## config.mk

```make
export PLATFORM = sky130hd
export DESIGN_NAME = control_sequencer
export DESIGN_NICKNAME = d
export VERILOG_FILES = /design/src/rtl/control_sequencer.sv
export SDC_FILE = /design/constraint.sdc
export NUM_CORES = 1
export LEC_CHECK = 0
export BUFFER_PORTS_ARGS = -buffer_cell sky130_fd_sc_hd__buf_4
export CORE_MARGIN = 4
export CORE_UTILIZATION = 51
export CTS_BUF_LIST = sky130_fd_sc_hd__clkbuf_8
export DETAILED_ROUTE_END_ITERATION = 8
export PLACE_DENSITY = 0.8
export SLEW_MARGIN = 0
export SYNTH_ARGS = -nofsm -noshare
export SYNTH_HDL_FRONTEND = slang
export SYNTH_SLANG_ARGS = --single-unit
export TNS_END_PERCENT = 10
```

## constraint.sdc

```tcl
create_clock -name clk -period 1.8 [get_ports clk]
set_clock_uncertainty 0.05 [all_clocks]
set_input_delay 0.27 -clock clk [delete_from_list [all_inputs] [get_ports clk]]
set_output_delay 0.27 -clock clk [all_outputs]
set_load 0.02 [all_outputs]
```

## src/rtl/control_sequencer.sv

```systemverilog
// -----------------------------------------------------------------------------
// control_sequencer
//
// Registered, multi-cycle control unit that drives the ID/EX control fields.
// Single-cycle opcodes decode directly. Multi-word load/store (LDM/STM)
// expands into BEATS back-to-back micro-ops, and seq_busy holds fetch/decode
// while the expansion runs. hazard_stall inserts a bubble. exception squashes
// the current operation and returns the sequencer to IDLE.
//
// Optional feature: define ILLEGAL_OP_TRAP_EN to pulse illegal_op for one
// cycle when an opcode outside 0-15 is accepted. Without the macro such
// opcodes are a silent NOP and illegal_op is tied to 0.
//
// Ports
//   clk          rising-edge clock
//   reset        asynchronous, active-high reset
//   opcode       opcode of the instruction in decode
//   id_valid     decode slot holds a real instruction
//   hazard_stall bubble request from the hazard unit
//   exception    flush request (highest priority)
//   RegWr, ExtOp, MemRd, MemWr, WBdata, Data_write   registered 1-bit controls
//   ALUOp        registered ALU operation
//   RegDst, RegReadB, ALUSrc                         registered 2-bit selects
//   beat_idx     beat number of the current micro-op (0 for single ops)
//   seq_busy     combinational; 1 = hold PC and IF/ID this cycle
//   illegal_op   registered one-cycle trap pulse (ILLEGAL_OP_TRAP_EN only)
// -----------------------------------------------------------------------------
module control_sequencer #(
    parameter int OPC_W   = 6,
    parameter int BEATS   = 2,
    parameter int BEAT_W  = ($clog2(BEATS) > 0 ? $clog2(BEATS) : 1),
    parameter int LDM_OPC = 8,
    parameter int STM_OPC = 9
) (
    input  logic              clk,
    input  logic              reset,
    input  logic [OPC_W-1:0]  opcode,
    input  logic              id_valid,
    input  logic              hazard_stall,
    input  logic              exception,
    output logic              RegWr,
    output logic              ExtOp,
    output logic              MemRd,
    output logic              MemWr,
    output logic              WBdata,
    output logic              Data_write,
    output logic [2:0]        ALUOp,
    output logic [1:0]        RegDst,
    output logic [1:0]        RegReadB,
    output logic [1:0]        ALUSrc,
    output logic [BEAT_W-1:0] beat_idx,
    output logic              seq_busy,
    output logic              illegal_op
);

    localparam logic S_IDLE  = 1'b0;
    localparam logic S_MULTI = 1'b1;

    localparam logic [BEAT_W-1:0] LAST_BEAT = BEAT_W'(BEATS - 1);
    localparam logic              MULTI_EN  = (BEATS > 1);

    // Control bundle packing, MSB first:
    // RegWr, ExtOp, MemRd, MemWr, WBdata, Data_write, ALUOp[2:0],
    // RegDst[1:0], RegReadB[1:0], ALUSrc[1:0]
    function automatic logic [14:0] single_ctrl(input logic [3:0] op);
        case (op)
            4'd0:    single_ctrl = 15'b1_0_0_0_0_0_000_00_00_00; // OR
            4'd1:    single_ctrl = 15'b1_0_0_0_0_0_001_00_00_00; // ADD
            4'd2:    single_ctrl = 15'b1_0_0_0_0_0_010_00_00_00; // SUB
            4'd3:    single_ctrl = 15'b1_0_0_0_0_0_011_00_00_00; // CMP
            4'd4:    single_ctrl = 15'b1_0_0_0_0_0_000_00_00_01; // ORI
            4'd5:    single_ctrl = 15'b1_1_0_0_0_0_001_00_00_01; // ADDI
            4'd6:    single_ctrl = 15'b1_1_1_0_1_0_001_00_00_01; // LW
            4'd7:    single_ctrl = 15'b0_1_0_1_0_0_001_00_01_01; // SW
            4'd10, 4'd11, 4'd12:
                     single_ctrl = 15'b0_1_0_0_0_0_100_00_00_00; // branch
            4'd13, 4'd14:
                     single_ctrl = 15'b0_1_0_0_0_0_000_00_00_00; // jump
            4'd15:   single_ctrl = 15'b1_1_0_0_0_1_000_10_00_00; // CLL
            default: single_ctrl = '0;
        endcase
    endfunction

    // Beat 0 addresses/selects the first word; later beats use the
    // incremented base and the alternate register port.
    function automatic logic [14:0] beat_ctrl(input logic stm, input logic first);
        if (!stm)
            beat_ctrl = first ? 15'b1_1_1_0_1_0_001_01_00_10
                              : 15'b1_1_1_0_1_0_001_00_00_01;
        else
            beat_ctrl = first ? 15'b0_1_0_1_0_0_001_10_10_10
                              : 15'b0_1_0_1_0_0_001_01_01_01;
    endfunction

    logic              state_reg, state_next;
    logic [BEAT_W-1:0] cnt_reg, cnt_next;
    logic              is_stm_reg, is_stm_next;
    logic [14:0]       ctrl_reg, ctrl_next;
    logic [BEAT_W-1:0] beat_reg, beat_next;
    logic              busy_raw;

    logic op_is_ldm, op_is_stm, op_in_range;
    assign op_is_ldm   = (opcode == OPC_W'(LDM_OPC));
    assign op_is_stm   = (opcode == OPC_W'(STM_OPC));
    assign op_in_range = ((opcode >> 4) == '0);

`ifdef ILLEGAL_OP_TRAP_EN
    logic illegal_reg, illegal_next;
`endif

    always_comb begin
        state_next  = state_reg;
        cnt_next    = cnt_reg;
        is_stm_next = is_stm_reg;
        ctrl_next   = '0;
        beat_next   = '0;
        busy_raw    = 1'b0;
`ifdef ILLEGAL_OP_TRAP_EN
        illegal_next = 1'b0;
`endif
        // Busy in MULTI ignores hazard_stall so decode stays held across a bubble.
        if (state_reg == S_MULTI)
            busy_raw = (cnt_reg != LAST_BEAT);

        if (exception) begin
            state_next = S_IDLE;
            cnt_next   = '0;
        end else if (hazard_stall) begin
            // bubble only; sequencing state holds
        end else if (state_reg == S_MULTI) begin
            // Micro-ops come from the latched opcode, not the decode slot.
            ctrl_next = beat_ctrl(is_stm_reg, 1'b0);
            beat_next = cnt_reg;
            if (cnt_reg == LAST_BEAT) begin
                state_next = S_IDLE;
                cnt_next   = '0;
            end else begin
                cnt_next = cnt_reg + BEAT_W'(1);
            end
        end else if (id_valid) begin
            if (op_is_ldm || op_is_stm) begin
                is_stm_next = op_is_stm;
                ctrl_next   = beat_ctrl(op_is_stm, 1'b1);
                if (MULTI_EN) begin
                    state_next = S_MULTI;
                    cnt_next   = BEAT_W'(1);
                    busy_raw   = 1'b1;
                end
            end else if (op_in_range) begin
                ctrl_next = single_ctrl(opcode[3:0]);
            end else begin
`ifdef ILLEGAL_OP_TRAP_EN
                illegal_next = 1'b1;
`endif
            end
        end
    end

    always_ff @(posedge clk or posedge reset) begin
        if (reset) begin
            state_reg  <= S_IDLE;
            cnt_reg    <= '0;
            is_stm_reg <= 1'b0;
            ctrl_reg   <= '0;
            beat_reg   <= '0;
        end else begin
            state_reg  <= state_next;
            cnt_reg    <= cnt_next;
            is_stm_reg <= is_stm_next;
            ctrl_reg   <= ctrl_next;
            beat_reg   <= beat_next;
        end
    end

`ifdef ILLEGAL_OP_TRAP_EN
    always_ff @(posedge clk or posedge reset) begin
        if (reset)
            illegal_reg <= 1'b0;
        else
            illegal_reg <= illegal_next;
    end
    assign illegal_op = illegal_reg;
`else
    assign illegal_op = 1'b0;
`endif

    assign {RegWr, ExtOp, MemRd, MemWr, WBdata, Data_write,
            ALUOp, RegDst, RegReadB, ALUSrc} = ctrl_reg;
    assign beat_idx = beat_reg;
    // Exception and reset both release fetch immediately.
    assign seq_busy = busy_raw & ~exception & ~reset;

endmodule

```

* After elaboration in Yosys (flattened, before gate mapping) *
Memory sizes are Yosys's and may differ from the RTL's.
Cells that the tools add are included.

storage, ports and cells
  flip-flop bits (word level) = 19
  memory bits (read-only) = 192
  bits of input ports = 11
  output and inout port bits = 18
  memories kept = 1

memories
  name              words  bits a word  rd ports  clocked after Yosys merged registers in  write ports  line  source
  (name not given)  16     12           1         0                                        0            66    case (op)

operators by class
  $add $sub $neg = 1
  eq/ne operators = 3
  multiplexer cells = 29
  bitwise gates (word level) = 7
  reduce and logical (&&, ||, !) cells = 6

operators with widths
  cell                                                    count
  two-way mux 15 bit                                      8
  two-way mux 1 bit                                       21
  == test 6 x 4 -> 1 bit (second input constant)          2
  logical NOT 6 bit                                       1
  nonzero test 3 bit                                      2
  inverter 1 bit                                          5
  AND reduction 5 bit                                     1
  AND reduction 3 bit                                     1
  bitwise AND 1 bit                                       2
  inequality test 2 x 1 -> 1 bit (second input constant)  1
  adder 1 bit (second input constant)                     1
  logical OR 1 bit                                        1

* Longest topological paths before layout *
  depth in word-level cells = 9
  mapped depth = 4
  gate-level depth less buffers = 3

* Worst setup path after synthesis *
OpenSTA, ideal clock, no wires.

  path type = input-to-output
  start = input port opcode[5]
  end = output port seq_busy
  arrival = 1.641 ns
  data required time = 1.480 ns
  path slack = -0.161 ns
  cell stages on the path = 4
  buffers on the path = 1
  path through = or3b_1 buf_6 or4_4 a211oi_2

between the ends
  word-level cells in the longest chain between the ends = 9

ends and longest elaborated chain
  what                                       line      source
  from (decl)                                37        input logic [OPC_W-1:0] opcode,
  == test 6 x 4 -> 1 bit (on tied branches)  103, 104
  logical OR 1 bit *                         141       if (op_is_ldm || op_is_stm) begin
  two-way mux 1 bit *                        141
  two-way mux 1 bit *                        140       end else if (id_valid) begin
  two-way mux 1 bit *                        130       end else if (state_reg == S_MULTI) begin
  two-way mux 1 bit *                        128       end else if (hazard_stall) begin
  two-way mux 1 bit *                        125       if (exception) begin
  bitwise AND 1 bit * (2 in series)          191       assign seq_busy = busy_raw & ~exception & ~reset;
  to (decl)                                  52        output logic seq_busy,

Mark *: on every way between the ends. The rest lies on a longest branch, timed or not.

* Worst setup path after layout *
Ends and elaborated chain as after synthesis.

==> results.toml <==
[placed_design]
pre_cts_ws_ns = -0.1861
io_buffers = 27
dpl.hpwl_mm = 1.450
gp_congestion = 0.7443
dp_cells = 134
place_area_mm2 = 0.001152

[synth]
async_reset_ff_share_pct = 100.0
syn_area_per_cell_um2 = 10.04
synth-adder-area-share_pct = 0
synth_mux_area_share_pct = 2.381
yosys.area.top_type = "dfrtp_1"
synth_edf_count = 0
ys_ff_latch = 18
synth_warnings = 0
synth_commonest_cells = "18 x dfrtp_1, 8 x nor2_1, 7 x nand2_1"
ys_top_cells_by_area = "dfrtp_1 50%, nor2_1 3.4%, nand2_1 2.9%"
synth_cell_type_count = 38
synth_top_family_by_area = "simple AND/OR/NAND/NOR gates"
synth_nets = 100
synth_xor_area_share_pct = 0.9804
yosysMostFrequentCell = "dfrtp_1"
syn_inst = 89
synth_ff_type = "dfrtp_1"
synth.cell_area_um2 = 893.4
synthSimpleGateAreaFrac_pct = 24.09
ys_seq_area_share_pct = 50.42
synth_compound_area_share_pct = 14.85
yosysTopAreaCellShare_pct = 50.42

[route]
routed.top_layer = "met4"
first_iter_violations = 12
dr.pass1.iters = 4
wl_met1_um = 770
num_vias = 760
wl_per_cell_um = 13.62
drc = 0
vias_per_cell = 5.507
ant_nets = 0
wl_met2_um = 960
wl_mm = 1.880
met3_length_um = 105

[clocking]
clockRootBuffer = "clkbuf_8"
cts_buffer_depth = 2
cts.sinks = 18
htree_levels = 1
holdBufCountCts = 0
cts_tree = "built"
clk_latency_ns = 0.25
numCtsBuffers = 3
path_clk_slew_ns = 0.07

[floorplan]
die_h_um = 49.86
rows = 14
io_pins = 29
die_area_mm2 = 0.002486
die_w_um = 49.86
start_util_pct = 56.67
core_mm2 = 0.001577

[critical_path]
crit_family = "simple AND/OR/NAND/NOR gates"
required_ns = 1.48
worst-setup-path-type = "in -> out"
end_kind = "primary output"
critPathMaxStageDelay_ns = 0.52
cp-start-kind = "primary input"
cp_slowest_cell = "or4_4"
path_buf_inv = 2
crit_path_cell_trace = "buf_4, or3b_4, or4_4, a211oi_4, buf_6"
arrival_ns = 1.67
crit_fanout = 2

[sta]
fin_setup_tns_ns = -0.1936
clock.fmax_mhz = 501.6
fin_ws_ns = -0.1936
min_period_over_period_pct = 110.8
worstMarginPinSlew_ns = 0.6749
slew_headroom_pct = 54.96
drv_slew = 0
setup_viol = 1
hold_violations = 0
rsz0062_at_grt = "yes"
period_needed_ns = 1.994

[flow_run]
cap_viol_max_count = 0

[global_routing]
grt_max_degree = 19
grt_pass1_vias = 731
grt_pass1_wl_mm = 3.077
grtUsageTotal_pct = 16.55
grt_overflow = 0
antenna_found_initial = 0

[outcome]
status = "finished with violations"
violations = "negative setup slack"

[final_layout]
fin_area_mm2 = 0.001214
antenna_cells = 0
fin_cells = 138
n_fill_cell = 119
drive_gt1_share_pct = 40.16
areaGrowthSynthToFinish_pct = 35.85
nets = 134
largest_reg_flops = 14

[hold_path]
hold_class = "in -> async"

[power]
peakVddDrop_mv = 0.5588
powerDensity_mw_per_mm2 = 689.3
power_uw = 836.5
leakage_nw = 0.5953
-- through the flow --
step	util, %	hold WS [ns]
finish	76.98	0.09336
global route	76.98	0.1649
CTS	76.83	0.1207
detailed placement	73.10	0.3921
global placement	73.10	0.3656
floorplan	-	0.1586
-- kinds of logic after synthesis --
logic type	count (synthesis)
simple gates	35
mux	2
flops	18
xor+xnor	1
buf+inv	12
compound gates	20
other cells	1
-- worst paths after layout --
path	startpoint	end	slack (ns)	depth (start not counted)
max in group asynchronous	reset	ctrl_reg[14]$_DFF_PP0_	1.17	2
max	opcode[5]	seq_busy	-0.19	5
min in group clk	exception	state_reg$_DFFE_PP0P_	0.20	2
max reg2reg	state_reg$_DFFE_PP0P_	ctrl_reg[14]$_DFF_PP0_	0.20	5
min reg2reg	is_stm_reg$_DFFE_PP0P_	is_stm_reg$_DFFE_PP0P_	0.49	1
min	reset	ctrl_reg[6]$_DFF_PP0_	0.09	2
-- area by class of cell --
class / instances / area, um2 / share of cell area [%]
sequential: 18 / 450.4 / 37.11
multi-input combinational: 59 / 391.6 / 32.27
inverter: 4 / 15.01 / 1.237
clock buffer: 4 / 55.05 / 4.536
timing repair buffer: 37 / 281.5 / 23.20
tap: 16 / 20.02 / 1.649
-- cells in the final DEF (no fill, tap or decap), types with 2 or more instances in the layout --
| master | instances |
|---|---|
| buf_4 | 36 |
| dfrtp_1 | 18 |
| nor2_1 | 8 |
| nand2_1 | 7 |
| o21ai_0 | 5 |
| a21oi_1 | 5 |
| inv_1 | 4 |
| clkbuf_8 | 4 |
| or3b_4 | 2 |
| nand3b_1 | 2 |
| o22ai_1 | 2 |
| nor4b_1 | 2 |
| nand3_1 | 2 |
| and2_1 | 2 |
| a31oi_1 | 2 |
-- per-layer routing --
layer | vias up | GRT usage, %
li1 | 377 | -
met1 | 354 | 19.62
met2 | 25 | 28.41
met3 | 4 | 2.108
met4 | 0 | 9.677
met5 | - | 0
-- power by group --
group,total (mW),internal [mW],switching (mW)
sequential,0.410,0.408,0.00196
combinational,0.104,0.0483,0.0560
clock,0.322,0.194,0.128
-- worst reg2reg max path, stage by stage (launching register included) --
cell      delay (ns)
dfrtp_1         0.38
buf_4           0.19
nor4b_1         0.29
buf_4           0.19
o21ai_0         0.09
a221oi_1        0.32
-- repair_timing --
item / 4_1_cts / 5_1_grt
pin swaps: 0 / 0
endpoints found under the setup margin: 1 / 1
setup buffers: 0 / 0
gates resized for setup: 1 / 1
gates cloned: 0 / 0
(Power assumes the default switching activity.)
